<file path="src/rtl/uart_rx_param.sv">
// ============================================================================
// Module   : uart_rx_param
// Brief    : Parametrised UART receiver with glitch rejection, parity/framing
//            error flags and one-cycle completion strobe. Optional macro
//            UART_RX_MAJORITY_EN selects 3-sample majority voting.
// Revision : 1.0  initial release
// ============================================================================
`default_nettype none

module uart_rx_param #(
    parameter int         CLKS_PER_BIT = 27,
    parameter int         DATA_BITS    = 8,
    parameter int         MSB_FIRST    = 1,
    parameter int         PARITY_MODE  = 1,
    parameter int         STOP_BITS    = 1,
    parameter logic [8:0] ERR_CHAR     = 9'h03F
) (
    input  logic                 clk_3125,
    input  logic                 rst,
    input  logic                 rx,
    output logic [DATA_BITS-1:0] rx_msg,
    output logic                 rx_parity,
    output logic                 rx_complete,
    output logic                 parity_err,
    output logic                 frame_err,
    output logic                 busy
);

    localparam int CW   = $clog2(CLKS_PER_BIT);
    localparam int BW   = $clog2(DATA_BITS + 1);
    localparam int HALF = (CLKS_PER_BIT - 1) / 2;
`ifdef UART_RX_MAJORITY_EN
    localparam int SAMPLE_AT = HALF + 1;
`else
    localparam int SAMPLE_AT = HALF;
`endif

    localparam logic [CW-1:0] c_sample_at = CW'(SAMPLE_AT);
    localparam logic [CW-1:0] c_bit_end   = CW'(CLKS_PER_BIT - 1);
    localparam logic [BW-1:0] c_last_bit  = BW'(DATA_BITS - 1);
    localparam logic          c_last_stop = 1'(STOP_BITS - 1);

    localparam logic [2:0] c_idle    = 3'd0;
    localparam logic [2:0] c_start   = 3'd1;
    localparam logic [2:0] c_data    = 3'd2;
    localparam logic [2:0] c_parity  = 3'd3;
    localparam logic [2:0] c_stop    = 3'd4;
    localparam logic [2:0] c_wait_hi = 3'd5;

    logic [2:0]           r_state;
    logic                 r_sync1;
    logic                 r_rx_s;
    logic [CW-1:0]        r_clk_cnt;
    logic [BW-1:0]        r_bit_cnt;
    logic                 r_stop_cnt;
    logic                 r_stop_bad;
    logic                 r_par;
    logic [DATA_BITS-1:0] r_data;

    logic                 w_sample;
    logic                 w_bit_tick;
    logic [DATA_BITS-1:0] w_data_next;
    logic                 w_parity_calc;
    logic                 w_parity_err;
    logic                 w_frame_err;

`ifdef UART_RX_MAJORITY_EN
    // r_hist[0] holds rx_s one cycle back, r_hist[1] two cycles back
    logic [1:0] r_hist;

    always_ff @(posedge clk_3125 or posedge rst) begin
        if (rst) begin
            r_hist <= 2'b11;
        end else begin
            r_hist <= {r_hist[0], r_rx_s};
        end
    end

    assign w_sample = (r_rx_s & r_hist[0]) | (r_rx_s & r_hist[1]) | (r_hist[0] & r_hist[1]);
`else
    assign w_sample = r_rx_s;
`endif

    assign w_bit_tick = (r_clk_cnt == c_bit_end);

    generate
        if (MSB_FIRST != 0) begin : g_msb_first
            assign w_data_next = {r_data[DATA_BITS-2:0], w_sample};
        end else begin : g_lsb_first
            assign w_data_next = {w_sample, r_data[DATA_BITS-1:1]};
        end
    endgenerate

    assign w_parity_calc = (^r_data) ^ r_par;

    generate
        if (PARITY_MODE == 0) begin : g_no_parity
            assign w_parity_err = 1'b0;
        end else if (PARITY_MODE == 2) begin : g_odd_parity
            assign w_parity_err = ~w_parity_calc;
        end else begin : g_even_parity
            assign w_parity_err = w_parity_calc;
        end
    endgenerate

    assign w_frame_err = r_stop_bad | ~w_sample;

    always_ff @(posedge clk_3125 or posedge rst) begin
        if (rst) begin
            r_state     <= c_idle;
            r_sync1     <= 1'b1;
            r_rx_s      <= 1'b1;
            r_clk_cnt   <= '0;
            r_bit_cnt   <= '0;
            r_stop_cnt  <= 1'b0;
            r_stop_bad  <= 1'b0;
            r_par       <= 1'b0;
            r_data      <= '0;
            rx_msg      <= '0;
            rx_parity   <= 1'b0;
            rx_complete <= 1'b0;
            parity_err  <= 1'b0;
            frame_err   <= 1'b0;
            busy        <= 1'b0;
        end else begin
            r_sync1     <= rx;
            r_rx_s      <= r_sync1;
            rx_complete <= 1'b0;

            case (r_state)
                c_idle: begin
                    if (!r_rx_s) begin
                        r_state   <= c_start;
                        r_clk_cnt <= '0;
                        busy      <= 1'b1;
                    end
                end

                c_start: begin
                    if (r_clk_cnt == c_sample_at) begin
                        r_clk_cnt <= '0;
                        r_bit_cnt <= '0;
                        if (w_sample) begin
                            r_state <= c_idle;
                            busy    <= 1'b0;
                        end else begin
                            r_state <= c_data;
                        end
                    end else begin
                        r_clk_cnt <= r_clk_cnt + 1'b1;
                    end
                end

                c_data: begin
                    if (w_bit_tick) begin
                        r_clk_cnt <= '0;
                        r_data    <= w_data_next;
                        if (r_bit_cnt == c_last_bit) begin
                            r_bit_cnt  <= '0;
                            r_stop_cnt <= 1'b0;
                            r_stop_bad <= 1'b0;
                            r_state    <= (PARITY_MODE != 0) ? c_parity : c_stop;
                        end else begin
                            r_bit_cnt <= r_bit_cnt + 1'b1;
                        end
                    end else begin
                        r_clk_cnt <= r_clk_cnt + 1'b1;
                    end
                end

                c_parity: begin
                    if (w_bit_tick) begin
                        r_clk_cnt <= '0;
                        r_par     <= w_sample;
                        r_state   <= c_stop;
                    end else begin
                        r_clk_cnt <= r_clk_cnt + 1'b1;
                    end
                end

                c_stop: begin
                    if (w_bit_tick) begin
                        r_clk_cnt <= '0;
                        if (r_stop_cnt == c_last_stop) begin
                            rx_complete <= 1'b1;
                            rx_parity   <= r_par;
                            parity_err  <= w_parity_err;
                            frame_err   <= w_frame_err;
                            rx_msg      <= (w_parity_err | w_frame_err) ?
                                           ERR_CHAR[DATA_BITS-1:0] : r_data;
                            // a low stop bit may be a line break: wait for idle before rearming
                            r_state     <= w_frame_err ? c_wait_hi : c_idle;
                            busy        <= w_frame_err;
                        end else begin
                            r_stop_cnt <= 1'b1;
                            r_stop_bad <= r_stop_bad | ~w_sample;
                        end
                    end else begin
                        r_clk_cnt <= r_clk_cnt + 1'b1;
                    end
                end

                c_wait_hi: begin
                    if (r_rx_s) begin
                        r_state <= c_idle;
                        busy    <= 1'b0;
                    end
                end

                default: begin
                    r_state <= c_idle;
                    busy    <= 1'b0;
                end
            endcase
        end
    end

endmodule

`default_nettype wire

</file>
<file path="config.mk">
export PLATFORM = sky130hd
export DESIGN_NAME = uart_rx_param
export DESIGN_NICKNAME = d
export VERILOG_FILES = /design/src/rtl/uart_rx_param.sv
export SDC_FILE = /design/constraint.sdc
export NUM_CORES = 1
export LEC_CHECK = 0
export CAP_MARGIN = 20
export CORE_ASPECT_RATIO = 2
export CORE_MARGIN = 1.5
export CORE_UTILIZATION = 50
export DETAILED_ROUTE_END_ITERATION = 8
export GPL_ROUTABILITY_DRIVEN = 0
export GPL_TIMING_DRIVEN = 0
export PLACE_DENSITY_LB_ADDON = 0.05
export REMOVE_ABC_BUFFERS = 1
export SLEW_MARGIN = 40
export SYNTH_ARGS = -nofsm -noshare
export SYNTH_HDL_FRONTEND = slang
export SYNTH_SLANG_ARGS = --single-unit
</file>
<file path="constraint.sdc">
create_clock -name clk_3125 -period 1.95 [get_ports clk_3125]
set_input_delay 0.2925 -clock clk_3125 [delete_from_list [all_inputs] [get_ports clk_3125]]
set_output_delay 0.2925 -clock clk_3125 [all_outputs]
set_load 0.02 [all_outputs]
</file>
# == Word-level counts from Yosys, hierarchy flattened ==
# Index checks and enable logic that the tools add are counted.
# Widths: inputs -> output; s select.
# totals
elab_cells,93
out_inout_bits,13
input_bits,3
register_bits,38
# classes
n_reduce_logical,16
bitwise_logic,6
n_eq_ne,17
mux,37
n_addsub,2
# ops
op,count
$mux 3,9
$ne 2x2->1 const B,9
$pmux 3 s6,1
$mux 5,3
$pmux 5 s3,1
$mux 1,14
$mux 4,3
$reduce_and 5->1,2
$mux 8,1
$pmux 4 s2,1
$reduce_and 8->1,1
$reduce_xor 8->1,1
$eq 3x2->1 const B,2
$eq 3x3->1 const B,2
$reduce_and 2->1,3
$reduce_and 3->1,2
$add 5x1->5 const B,1
$eq 5x4->1 const B,1
$eq 5x5->1 const B,1
$pmux 1 s5,1
$add 4x1->4 const B,1
$eq 4x3->1 const B,1
$pmux 1 s2,2
$reduce_and 4->1,1
other kinds (10),14

# == Longest topological paths before layout ==
# Gate-level depths: netlist (run 1).
# logic_depth
word_depth,6
ltp_mapped,9
depth_no_buf,7

# == Worst setup path before layout (run 1) ==
# No wires, ideal clock.
# synth_timing
kind,reg-to-reg
from,register r_clk_cnt[0]
to,register busy
slack_ps,157
path_stages_with_launch,9
arrival_time_ps,1666
setup_time_ps,128
path_buffers,1
required_ps,1822
period_less_slack_ps,1793
cell_sequence,dfrtp_1 > inv_1 > ha_1 > and4b_1 > buf_4 > nor3b_2 > o21ba_1 > a211oi_2 > mux2_1
# synth_via
elab_chain_cells,3
# synth_lines
item,line_no,rtl
from (decl),53,logic [CW-1:0] r_clk_cnt;
from (signal assigned),150,r_clk_cnt <= r_clk_cnt + 1'b1;
from (signal assigned),167,r_clk_cnt <= r_clk_cnt + 1'b1;
from (signal assigned),177,r_clk_cnt <= r_clk_cnt + 1'b1;
$eq 5x4->1 or $eq 5x5->1 (tied branches),"140, 84",
$ne 2x2->1 (no source line),-,
$reduce_and 5->1 (no source line) *,-,
to (signal assigned),193,busy <= w_frame_err;
to (decl),26,output logic busy
# Mark *: on every way between the ends. The rest lies on a longest branch, timed or not.
# A chain may end at the register's enable or synchronous reset.

# == Worst setup path in the final report (run 1) ==
# Ends and elaborated chain as after synthesis.

==> flow_summary.ini, run 1 <==
[run_status]
status = finished clean

[cts]
cts_tree = built
clk_pin_slew_ns = 0.07
clock_latency_ns = 0.29
postCtsHoldBufs = 0
htreeDepth = 2
numCtsBuffers = 5
clockRootBuffer = clkbuf_8
cts_buffer_depth = 2
cts.sink_count = 37

[worst_setup_path]
cp.arrival_ns = 2.02
path_max_fanout = 6
worstReg2RegStart = r_clk_cnt[0]
timing.critical_path.from = r_clk_cnt[0]
criticalPathCategory = reg -> reg
critPathLaunchType = flop
cp.required_ns = 2.12
endpoint_kind = flop

[synthesis]
ys_seq_area_share_pct = 50.8
synth-edff-count = 0
synth_cell_type_count = 45
syn_inst = 164
synth.yosys.warnings = 0
avgSynthCellArea_sq_um = 11.2
async_flop_share_pct = 100
syn_area_sq_um = 1830
ys_ff_latch = 37
synthFlopType = dfrtp_1

[global_routing]
grtUsageTotal_pct = 19.9
grt_pass1_wl_um = 5780
met3_usage_pct = 3.67
met1_usage_pct = 22.7
met2_usage_pct = 32.8
grt_pass1_vias = 1265
antenna_found_initial = 0
grt.busiest_layer = met2
grt-ovfl-total = 0
grt_max_degree = 38

[floorplan]
placementRows = 31
die_y_um = 88.5
io_pins = 16
die_w_um = 45.8
initial_core_util_pct = 51.3
design.core.area_sq_um = 3570
die_area_sq_um = 4050

[drt]
wl_um = 3360
drt_iter0_markers = 20
drc = 0
num_vias = 1275
wl_per_cell_um = 14.3
viasPerCell = 5.43
ant_nets = 0
dr.pass1.iters = 4

[timing]
fin_setup_tns_ns = 0
finalCritPeriodShare_pct = 94.7
fin_crit_ns = 1.85
grt_setup_unrepaired = true
slew_violations = 0
setup_violations = 0
setup_ws_ns = 0.103
finalHoldViolCount = 0
maxSlewHeadroom_pct = 58.1
worst_pin_slew_ns = 0.627
max_freq_mhz = 541
skew_ns = 0.00431

[pwr]
powerDensity_nw_per_um2 = 852
vdd_drop_max_mv = 0.582
p_leak_nw = 0.975

[placement]
dp_hpwl_um = 2460
port_buffers = 15
post-place-ws_ns = -0.354

[run]
maxCapViolCount = 0

[finish]
nets = 192
syn2layout_area_growth_pct = 17.4
diodes = 0
drive_above_1_share_pct = 24.7

[hold_path]
hp-class = reg -> reg
min_from = r_sync1
[timing repair]
| action | 4_1_cts | 5_1_grt |
|---|---|---|
| setup endpoints to repair | 14 | 21 |
| cloned | 0 | 0 |
| pin swaps | 0 | 1 |
| resized for setup | 2 | 7 |
| setup buffers | 4 | 1 |
[layout make-up]
cell class / instances / area (sq um)
Inverter: 10 / 42.5
Clock buffer: 6 / 72.6
Sequential cell: 37 / 931
Timing Repair Buffer: 20 / 188
Fill cell: 334 / 1420
Tap cell: 49 / 61.3
Multi-Input combinational cell: 111 / 843
Clock inverter: 2 / 10.0
[layout by cell type (no fill, tap or decap), types with 3 or more instances in the layout]
cell / count
clkdlybuf4s50_1: 15
inv_1: 7
nor3_1: 3
buf_4: 5
a21oi_1: 6
o22a_2: 6
clkinv_2: 3
mux2_2: 10
clkbuf_8: 5
o21ai_0: 9
nor2_1: 7
nand3_1: 6
nand2_1: 15
ha_1: 3
dfrtp_1: 33
xnor2_1: 5
nand3b_1: 4
[worst paths after layout]
check	to	slack [ns]	cells after the start
worst max-delay path	busy	0.10	7
worst min-delay path	r_rx_s	0.36	0
worst max register to register	busy	0.10	7
worst min register to register	r_rx_s	0.36	0
max in group asynchronous	r_state[1]	1.15	2
min in group asynchronous	r_data[5]	0.39	2
[metal layers]
layer / vias to the layer above / part of all wire (%)
met1: 622 / 39
met4: 0 / 4.0
met2: 21 / 55
met3: 11 / 2.4
met5: - / 0
li1: 621 / -
[metrics by stage]
| step | power, W | utilization [%] | hold WS (ns) | area (sq um) | std cells |
|---|---|---|---|---|---|
| floorplan | 0.00119 | - | 0.297 | 1790 | 158 |
| global placement | 0.00128 | 56.1 | 0.345 | 2000 | 222 |
| detailed placement | 0.00130 | 56.1 | 0.349 | 2000 | 222 |
| CTS | 0.00183 | 59.4 | 0.359 | 2120 | 234 |
| global route | 0.00194 | 60.2 | 0.366 | 2150 | 235 |
| finish | 0.00183 | 60.2 | 0.357 | 2150 | 235 |
[Yosys cell counts (all sizes together) (2+ instances only)]
library cell | number | area share (%)
dfrtp | 35 | 48
nor2 | 7 | 1.4
o22ai | 2 | 0.68
nor2b | 2 | 0.68
nand3b | 5 | 2.7
buf | 6 | 2.1
and4b | 2 | 1.1
nand2 | 16 | 3.3
o21ai | 9 | 2.5
ha | 4 | 2.7
a21oi | 7 | 2.1
o2bb2ai | 2 | 0.96
xnor2 | 5 | 2.4
a211oi | 2 | 1.1
dfstp | 2 | 2.9
a21boi | 2 | 0.82
mux2 | 11 | 6.8
o22a | 6 | 3.3
inv | 10 | 2.1
nand3 | 7 | 1.9
nor3b | 2 | 1.4
nor3 | 3 | 0.82
[worst max-delay path, stage by stage (launching register included)]
cell      delay [ns]
dfrtp_1         0.39
inv_2           0.07
ha_2            0.17
and4b_2         0.32
nor3b_2         0.06
o21ba_1         0.19
a211oi_2        0.18
mux2_1          0.35
[sequential cells by signal, indices dropped and copies added, names as in the netlist]
register     count
parity_err       1
r_sync1          1
r_clk_cnt        5
r_par            1
r_state          3
rx_msg           8
frame_err        1
rx_complete      1
r_data           8
rx_parity        1
busy             1
r_bit_cnt        4
r_rx_s           1
r_stop_bad       1
[logic make-up after synthesis]
| kind of cell | count (synthesis) | share of synthesized area (%) |
|---|---|---|
| AND/OR/NAND/NOR | 51 | 16.3 |
| AO/OA/AOI/OAI | 37 | 14.6 |
| flip-flops | 37 | 50.8 |
| buffers and inverters | 16 | 4.17 |
| multiplexers | 12 | 7.32 |
| XOR/XNOR | 7 | 4.10 |
| adder cells (fa/ha/maj) | 4 | 2.74 |
[power by group]
group	leakage [nW]	switching, W	internal [W]
combinational	0.433	0.000185	0.000184
clock	0.0450	0.000262	0.000247
sequential	0.496	0.000117	0.000836
Note: power is estimated with default switching activity, not from simulation.
==> run 2, diff against run 1 <==
Settings changed: GPL_TIMING_DRIVEN 0 to 1, PLACE_DENSITY_LB_ADDON 0.05 to 0.25.
==> run 2 against run 1 <==
Net effect:
- design area grew 0.41%
- sequential power shrank 2%
- worst hold slack lost 0.0020 ns
- critical path depth is the same
- die area is the same
- wire length grew 2.8%
- largest power group unchanged
- critical path type unchanged
- clock power grew 2%
- power grew 1.3%
- first-iteration DRC count grew 60%
- combinational power grew 7.9%
==> flow_summary.ini, run 2 (synthesis gave the netlist of run 1 again) <==
[global_routing]
grt_pass1_wl_um = 5690
grt_pass1_vias = 1257
grtUsageTotal_pct = 19.5
grt_max_degree = 38
grt-ovfl-total = 0
antenna_found_initial = 0

[timing]
setup_violations = 0
finalHoldViolCount = 0
grt_setup_unrepaired = false
max_freq_mhz = 533
worst_pin_slew_ns = 0.530
maxSlewHeadroom_pct = 64.7
skew_ns = 0.00444
fin_crit_ns = 1.88
finalCritPeriodShare_pct = 96.3
fin_setup_tns_ns = 0
slew_violations = 0
setup_ws_ns = 0.0725

[worst_setup_path]
cp.arrival_ns = 2.04
r2r_setup_slack_ns = 0.07
worstReg2RegStart = r_clk_cnt[0]
critPathLaunchType = flop
timing.critical_path.from = r_clk_cnt[0]
cp.required_ns = 2.11
path_max_fanout = 5
criticalPathCategory = reg -> reg
endpoint_kind = flop

[placement]
port_buffers = 15
dp_hpwl_um = 2620
post-place-ws_ns = 0.0515

[drt]
ant_nets = 0
wl_per_cell_um = 14.6
num_vias = 1308
drc = 0
dr.pass1.iters = 4
drt_iter0_markers = 32
viasPerCell = 5.52
wl_um = 3460

[finish]
seqCellArea_sq_um = 928
n_fill_cell = 308
mostFrequentLayoutCells = 35 x dfrtp_1, 16 x nand2_1, 15 x clkdlybuf4s50_1, 10 x inv_1, 10 x mux2_2
nets = 195
syn2layout_area_growth_pct = 17.9
multi_input_area_sq_um = 833
reg_top3 = r_data x8, rx_msg x8, r_clk_cnt x5
drive_above_1_share_pct = 21.3
diodes = 0
final_common_cell = dfrtp_1

[cts]
clk_pin_slew_ns = 0.06
numCtsBuffers = 5
clockRootBuffer = clkbuf_8
cts.sink_count = 37
htreeDepth = 2
clock_latency_ns = 0.28
postCtsHoldBufs = 0
cts_buffer_depth = 2
cts_tree = built

[pwr]
powerDensity_nw_per_um2 = 860
p_leak_nw = 1.00
vdd_drop_max_mv = 0.661

[floorplan]
placementRows = 31
initial_core_util_pct = 51.3
die_y_um = 88.5
die_area_sq_um = 4050
io_pins = 16
die_w_um = 45.8
design.core.area_sq_um = 3570

[hold_path]
min_from = r_sync1
hp-class = reg -> reg

[run_status]
status = finished clean

[run]
maxCapViolCount = 0
==> run 2: report_power, final <==
part           total (W)  internal (W)  switching, W
Clock           0.000521      0.000280      0.000241
Combinational   0.000397      0.000192      0.000205
Sequential      0.000938      0.000836      0.000102
==> run 2: through the flow <==
| step | hold WS, ns | util (%) | total power (W) | area, sq um | std cells |
|---|---|---|---|---|---|
| finish | 0.355 | 60.4 | 0.00185 | 2160 | 237 |
| floorplan | 0.297 | - | 0.00119 | 1790 | 158 |
| CTS | 0.358 | 60.2 | 0.00188 | 2150 | 237 |
| global placement | 0.346 | 57.8 | 0.00132 | 2060 | 230 |
| detailed placement | 0.348 | 57.8 | 0.00135 | 2060 | 230 |
| global route | 0.362 | 60.4 | 0.00197 | 2160 | 237 |
==> run 2: worst paths after layout <==
| kind | end | cells past startpoint |
|---|---|---|
| min in group asynchronous | rx_msg[3] | 3 |
| worst min-delay path | r_rx_s | 0 |
| worst max register to register | busy | 7 |
| worst max-delay path | busy | 7 |
| max in group asynchronous | r_sync1 | 3 |
| worst min register to register | r_rx_s | 0 |
==> run 2: cell type report <==
type,count,area share (%)
clock buffer,7,4.00
sequential,37,43.0
timing repair buffer,23,9.74
tap,49,2.84
multi-input combinational,111,38.6
inverter,10,1.74
==> run 2: what timing repair did <==
item | in CTS | in global routing
buffers inserted | 0 | 0
resized for setup | 0 | 2
setup endpoints to repair | 0 | 2
==> run 2: worst max-delay path: stages, from the launching register on <==
cell and delay, ns:
dfrtp_1 0.38, inv_1 0.10, ha_1 0.17, and4b_2 0.31, nor3b_2 0.06, o21ba_1 0.19
a211oi_2 0.19, mux2_1 0.35
==> run 2: metal layers <==
layer / up-vias / part of all wire, % / global-route usage [%] / wire length, um
met5: - / 0 / 0 / 0
met4: 0 / 3.1 / 9.87 / 106
met3: 10 / 2.0 / 3.67 / 69
met2: 22 / 58 / 36.0 / 1990
met1: 646 / 37 / 19.5 / 1290
li1: 630 / - / - / -
